### config.mk
export PLATFORM = sky130hd
export DESIGN_NAME = dut_frame_relay
export DESIGN_NICKNAME = d
export VERILOG_FILES = /design/src/rtl/dut_frame_relay.sv
export SDC_FILE = /design/constraint.sdc
export NUM_CORES = 1
export LEC_CHECK = 0
export CAP_MARGIN = 30
export CORE_UTILIZATION = 60
export CTS_BUF_LIST = sky130_fd_sc_hd__clkbuf_8
export CTS_CLUSTER_DIAMETER = 120
export CTS_CLUSTER_SIZE = 40
export DETAILED_ROUTE_END_ITERATION = 10
export DONT_BUFFER_PORTS = 1
export GPL_TIMING_DRIVEN = 0
export PLACE_DENSITY = 0.77
export SLEW_MARGIN = 20
export SYNTH_ARGS = -nofsm -noshare
export SYNTH_HDL_FRONTEND = slang
export SYNTH_SLANG_ARGS = --single-unit
### constraint.sdc
create_clock -name clk -period 2.4 [get_ports clk]
set_input_delay 0.48 -clock clk [delete_from_list [all_inputs] [get_ports clk]]
set_output_delay 0.48 -clock clk [all_outputs]
set_load 0.05 [all_outputs]
### src/rtl/dut_frame_relay.sv
// -----------------------------------------------------------------------------
// dut_frame_relay
//   Serial store-and-forward frame relay. Bits arriving on rxd while rx_dv is
//   high are packed LSB first into bytes and stored in a byte FIFO. A length
//   FIFO records each completed frame. The TX engine replays every committed
//   frame on txd/tx_en, keeping at least IFG idle cycles between frames.
//
//   Optional build macro: TX_PARITY_EN
//     When defined, an even-parity bit (XOR of the 8 data bits) follows every
//     transmitted byte with tx_en held high.
// -----------------------------------------------------------------------------
module dut_frame_relay #(
    parameter int DATA_DEPTH = 64,
    parameter int LEN_DEPTH  = 4,
    parameter int IFG        = 2
) (
    input  logic clk,
    input  logic rst_n,
    input  logic rxd,
    input  logic rx_dv,
    output logic txd,
    output logic tx_en
);

    localparam int AW = $clog2(DATA_DEPTH);
    localparam int LW = $clog2(LEN_DEPTH);
    localparam int CW = AW + 1;              // holds a byte count of 0..DATA_DEPTH
    localparam int GW = $clog2(IFG + 1);

`ifdef TX_PARITY_EN
    localparam logic [3:0] LAST_BIT = 4'd8;  // bit slot 8 carries the parity bit
`else
    localparam logic [3:0] LAST_BIT = 4'd7;
`endif

    localparam logic [1:0] S_IDLE = 2'd0;
    localparam logic [1:0] S_LOAD = 2'd1;
    localparam logic [1:0] S_SEND = 2'd2;
    localparam logic [1:0] S_GAP  = 2'd3;

    // Storage
    logic [7:0]    data_mem [DATA_DEPTH];
    logic [CW-1:0] len_mem  [LEN_DEPTH];

    // Pointers carry one extra wrap bit to tell full from empty
    logic [AW:0]   wr_ptr, rd_ptr, frm_start;
    logic [LW:0]   len_wr, len_rd;

    // RX state
    logic [6:0]    rx_sr;      // bits already received of the current byte
    logic [2:0]    rx_bits;
    logic [CW-1:0] rx_cnt;
    logic          rx_active;  // rx_dv was high on the previous edge
    logic          rx_drop;    // current frame is being discarded

    // TX state
    logic [1:0]    state;
    logic [7:0]    tx_byte;
    logic [3:0]    tx_bit;
    logic [CW-1:0] tx_left;
    logic [GW-1:0] gap_cnt;

    // Derived status and datapath
    logic          data_full, len_full, len_empty;
    logic [7:0]    rx_byte;
    logic          data_we, len_we;
    logic [7:0]    rd_byte;
    logic [2:0]    nb_idx;
    logic          next_bit;

    // Status flags, write strobes and the next TX bit
    always_comb begin
        // NOTE: every signal driven here gets a value on every path, so no latch is inferred.
        data_full = (wr_ptr[AW] != rd_ptr[AW]) && (wr_ptr[AW-1:0] == rd_ptr[AW-1:0]);
        len_full  = (len_wr[LW] != len_rd[LW]) && (len_wr[LW-1:0] == len_rd[LW-1:0]);
        len_empty = (len_wr == len_rd);
        rx_byte   = {rxd, rx_sr};
        data_we   = rx_dv && !rx_drop && (rx_bits == 3'd7) && !data_full;
        len_we    = !rx_dv && rx_active && !rx_drop && (rx_cnt != '0) && !len_full;
        rd_byte   = data_mem[rd_ptr[AW-1:0]];
        nb_idx    = tx_bit[2:0] + 3'd1;
        next_bit  = (tx_bit == 4'd7) ? ^tx_byte : tx_byte[nb_idx];
    end

    // FIFO payload storage; contents are only meaningful between the pointers
    // NOTE: the memories are deliberately not reset; the pointers alone define what is valid.
    always_ff @(posedge clk) begin
        if (data_we) data_mem[wr_ptr[AW-1:0]] <= rx_byte;
        if (len_we)  len_mem[len_wr[LW-1:0]]  <= rx_cnt;
    end

    // RX: bit packing, frame byte count, commit or rollback at frame end
    always_ff @(posedge clk or negedge rst_n) begin
        // NOTE: state registers use non-blocking assignments so every read sees the pre-edge value.
        if (!rst_n) begin
            rx_sr     <= '0;
            rx_bits   <= '0;
            rx_cnt    <= '0;
            rx_active <= 1'b0;
            rx_drop   <= 1'b0;
            wr_ptr    <= '0;
            frm_start <= '0;
            len_wr    <= '0;
        end else begin
            rx_active <= rx_dv;
            if (rx_dv) begin
                if (!rx_drop) begin
                    rx_sr   <= rx_byte[7:1];
                    rx_bits <= rx_bits + 3'd1;
                    if (rx_bits == 3'd7) begin
                        if (data_full) begin
                            // No room: discard everything written for this frame
                            wr_ptr  <= frm_start;
                            rx_drop <= 1'b1;
                        end else begin
                            wr_ptr <= wr_ptr + (AW+1)'(1);
                            rx_cnt <= rx_cnt + CW'(1);
                        end
                    end
                end
            end else if (rx_active) begin
                // Frame end: partial bits are simply forgotten
                if (!rx_drop && (rx_cnt != '0)) begin
                    if (len_full) begin
                        wr_ptr <= frm_start;
                    end else begin
                        frm_start <= wr_ptr;
                        len_wr    <= len_wr + (LW+1)'(1);
                    end
                end
                rx_drop <= 1'b0;
                rx_bits <= '0;
                rx_cnt  <= '0;
            end
        end
    end

    // TX: IDLE -> LOAD -> SEND -> GAP sequencer driving registered txd/tx_en
    always_ff @(posedge clk or negedge rst_n) begin
        if (!rst_n) begin
            state   <= S_IDLE;
            txd     <= 1'b0;
            tx_en   <= 1'b0;
            rd_ptr  <= '0;
            len_rd  <= '0;
            tx_byte <= '0;
            tx_bit  <= '0;
            tx_left <= '0;
            gap_cnt <= '0;
        end else begin
            case (state)
                S_IDLE: begin
                    if (!len_empty) state <= S_LOAD;
                end
                S_LOAD: begin
                    tx_left <= len_mem[len_rd[LW-1:0]];
                    len_rd  <= len_rd + (LW+1)'(1);
                    tx_byte <= rd_byte;
                    rd_ptr  <= rd_ptr + (AW+1)'(1);
                    tx_bit  <= '0;
                    txd     <= rd_byte[0];
                    tx_en   <= 1'b1;
                    state   <= S_SEND;
                end
                S_SEND: begin
                    if (tx_bit != LAST_BIT) begin
                        tx_bit <= tx_bit + 4'd1;
                        txd    <= next_bit;
                    end else if (tx_left != CW'(1)) begin
                        // Next byte of the same frame follows with no gap
                        tx_left <= tx_left - CW'(1);
                        tx_byte <= rd_byte;
                        rd_ptr  <= rd_ptr + (AW+1)'(1);
                        tx_bit  <= '0;
                        txd     <= rd_byte[0];
                    end else begin
                        txd     <= 1'b0;
                        tx_en   <= 1'b0;
                        gap_cnt <= GW'(IFG - 1);
                        state   <= S_GAP;
                    end
                end
                S_GAP: begin
                    if (gap_cnt == '0) state <= S_IDLE;
                    else               gap_cnt <= gap_cnt - GW'(1);
                end
                default: state <= S_IDLE;
            endcase
        end
    end

endmodule

==> flow_metrics.tcl <==
set metrics [dict create \
    hold_class "input port to flop" \
    synth_warnings 0 \
    power_frac_clock 0.119 \
    dieArea_um2 42800 \
    diodes 0 \
    stdcell_count 2095 \
    reg2reg_depth 9 \
    p_per_area_nw_per_um2 1090 \
    drcViolationCount 1 \
    sw_frac_of_total 0.375 \
    path_clk_slew_ps 230 \
    firstDrtPassIters 8 \
    setup_viol 7 \
    status "finished with violations" \
    start_util 0.613 \
    endpoint_kind "flop" \
    worst_pin_slew_ps 704 \
    hpwl_mm 40.5 \
    internal_power_mw 19.4 \
    hold_depth 2 \
    grt_pass1_wl_mm 91.0 \
    grt_antenna_before_repair 0 \
    cts_tree "done" \
    drive_gt1_frac 0.277 \
    clock-sinks 611 \
    cts_root_buffer "clkbuf_8" \
    irDropWorstVdd_v 0.000690 \
    dr.first_iter.drc_count 1782 \
    path_class "flop to flop" \
    num-fill-cells 2513 \
    cp_data_required_time_ps 2940 \
    synth_cell_types 77 \
    p_leak_nw 9.41 \
    cts_htree_levels 1 \
    numCtsBuffers 19 \
    dr_total_vias 14400 \
    grt_pass1_vias 13800 \
    dp.cells 1990 \
    drv_slew 0 \
    synth_fp_nets 1474 \
    async_flop_share 0.116 \
    pre_cts_ws_ps -1420 \
    wl_per_cell_um 30.6 \
    violations "design-rule violations, negative setup slack" \
    rows 74 \
    skew_ps 51.7 \
    startpoint_type "flop" \
    register_area_um2 18000 \
    grt_overflow 0 \
    gp_congestion 0.978 \
    multi_input_area_um2 7440 \
    hold-worst-slack_ps 52.5 \
    cp_max_fo 10 \
    final.setup.tns_ps -579 \
    totalWireLength_mm 64.2 \
    syn_avg_cell_area_um2 17.4 \
    final_nets 1574 \
    grt_util_all_layers 0.299 \
    max_freq_mhz 382 \
    synth_flop_cell "edfxtp_1" \
    area_growth_pct 13.0 \
    rsz0062_at_grt "yes" \
    maxSlewHeadroom 0.531 \
    power_frac_seq 0.430 \
    synth-seq-cells 611 \
    drv_cap 0 \
    synth-edff-count 540 \
    avgViaCountPerCell 6.86 \
    postRouteAntennaNets 0 \
    clock_latency_ps 690 \
    crit_arrival_ps 3160 \
    netSwitchingPower_mw 11.6 \
    utilization 0.692 \
    layout_min_cycle_time_ps 2620 \
    synth_seq_area_share 0.714 \
    finalHoldViolations 0 \
    die-height_um 207 \
    timing.final.ws_setup_ps -219 \
    syn_inst 1450 \
    grt_max_degree 72 \
    ios 6 \
    period_share 1.09 \
    portBuffers 0 \
    netlist_area_um2 25200 \
    p_comb_frac 0.450 \
    die_x_um 207 \
    clk_path_buf_depth 3 \
    core_um2 41100 \
]
cell usage in the layout, fill, tap and decap left out, types with 7 or more instances in the layout:
master	Yosys	layout
a221oi_2	0	7
buf_6	13	21
a21oi_1	28	27
nand2_1	76	73
nand3_1	25	20
nand4_1	16	16
clkbuf_1	16	8
dfrtp_1	71	63
buf_16	0	10
buf_4	4	49
dfrtp_2	0	8
o22ai_1	10	10
a22oi_1	39	29
buf_2	25	10
inv_1	23	35
mux2_2	38	38
a211oi_1	11	8
nand2b_1	9	9
clkbuf_8	0	21
mux4_2	64	72
o21ai_0	24	21
clkbuf_4	5	7
mux4_1	16	8
buf_12	4	29
edfxtp_1	540	540
a221oi_1	14	7
xnor2_1	15	12
nor2_4	0	65
mux2i_4	0	8
ha_1	20	20
xor2_1	8	8
buf_8	3	8
mux2i_1	107	94
o211ai_1	8	8
a22oi_2	0	10
nor2_1	87	21
cell usage after synthesis, drive strengths merged (9+ instances only):
cell / instances / share of area
nand3: 25 / 0.0050
clkbuf: 21 / 0.0039
nor2b: 9 / 0.0022
edfxtp: 540 / 0.64
and2: 11 / 0.0027
o21ai: 27 / 0.0054
a221oi: 14 / 0.0049
ha: 20 / 0.0099
nand4: 16 / 0.0040
mux4: 80 / 0.074
xnor2: 15 / 0.0052
inv: 23 / 0.0034
a22oi: 39 / 0.012
dfrtp: 71 / 0.071
nand2b: 9 / 0.0022
nor3: 9 / 0.0022
mux2i: 107 / 0.043
o22ai: 10 / 0.0025
nor2: 87 / 0.013
nand2: 76 / 0.011
a211oi: 12 / 0.0038
a21oi: 28 / 0.0056
mux2: 39 / 0.017
buf: 56 / 0.018
sequential cells by signal, indices dropped and copies added (netlist names), 4 cells and up:
signal,flops
data_mem,512
len_mem,28
tx_byte,8
frm_start,7
rd_ptr,7
rx_cnt,7
rx_sr,7
tx_left,7
wr_ptr,7
tx_bit,4
worst max-delay path, stage by stage, from the launching register on:
cell      delay (ps)
dfrtp_1          450
buf_12           160
buf_16           160
buf_16           160
buf_8            190
mux2_2           390
a221oi_2         300
nand3_1          180
nand4_1          260
o211ai_1         190
layout make-up:
class                   count  share of cell area
flip-flops and latches    611               0.633
multi-input cells         737               0.261
repair buffers             82              0.0369
plain buffers              75              0.0304
well taps                 532              0.0234
clock buffers              19             0.00919
inverters                  24             0.00317
clock inverters            15             0.00299
power by group through the flow:
stage	registers [mW]	logic (mW)	clock network [mW]
floorplan	13.4	6.95	0
global placement	13.8	10.1	0
detailed placement	13.5	10.8	0
CTS	13.3	12.2	3.70
global route	13.4	14.4	3.99
finish	13.4	14.0	3.70
through the flow:
stage                     total power [mW]  area, um^2
after floorplan                       20.4       25200
after global placement                23.9       25900
after detailed placement              24.3       26000
after CTS                             29.2       27800
after global routing                  31.8       28500
final                                 31.0       28500
cell families after synthesis:
family / after synthesis / synth area share
adder cells (fa/ha/maj): 20 / 0.00993
flip-flops: 611 / 0.714
multiplexers: 226 / 0.134
buffers and inverters: 102 / 0.0258
AO/OA/AOI/OAI: 196 / 0.0567
XOR/XNOR: 23 / 0.00800
AND/OR/NAND/NOR: 272 / 0.0515
path summary, 6_finish.rpt:
kind / start / to / slack [ps]
worst max-delay path: rd_ptr[0] / txd / -220
worst min-delay path: rx_dv / wr_ptr[6] / 50
worst max register to register: rd_ptr[0] / txd / -220
min in group asynchronous: rst_n / rd_ptr[3] / 370
worst min register to register: len_wr[2] / len_wr[2] / 500
max in group asynchronous: rst_n / frm_start[4] / 1730
routing by layer:
| metal | vias up | part of all wire | track usage |
|---|---|---|---|
| met1 | 7312 | 0.37 | 0.416 |
| li1 | 5950 | - | - |
| met4 | 0 | 0.050 | 0.117 |
| met2 | 922 | 0.47 | 0.475 |
| met5 | - | 0 | 0 |
| met3 | 181 | 0.11 | 0.0540 |
timing repair:
item | in CTS | in global routing
setup buffers | 41 | 24
hold buffers | 4 | 0
gates resized for setup | 251 | 92
pin swaps | 24 | 27
hold endpoints to repair | 139 | 0
setup endpoints to repair | 561 | 307
gates cloned | 0 | 4
Note: power is estimated with default switching activity, not from simulation.
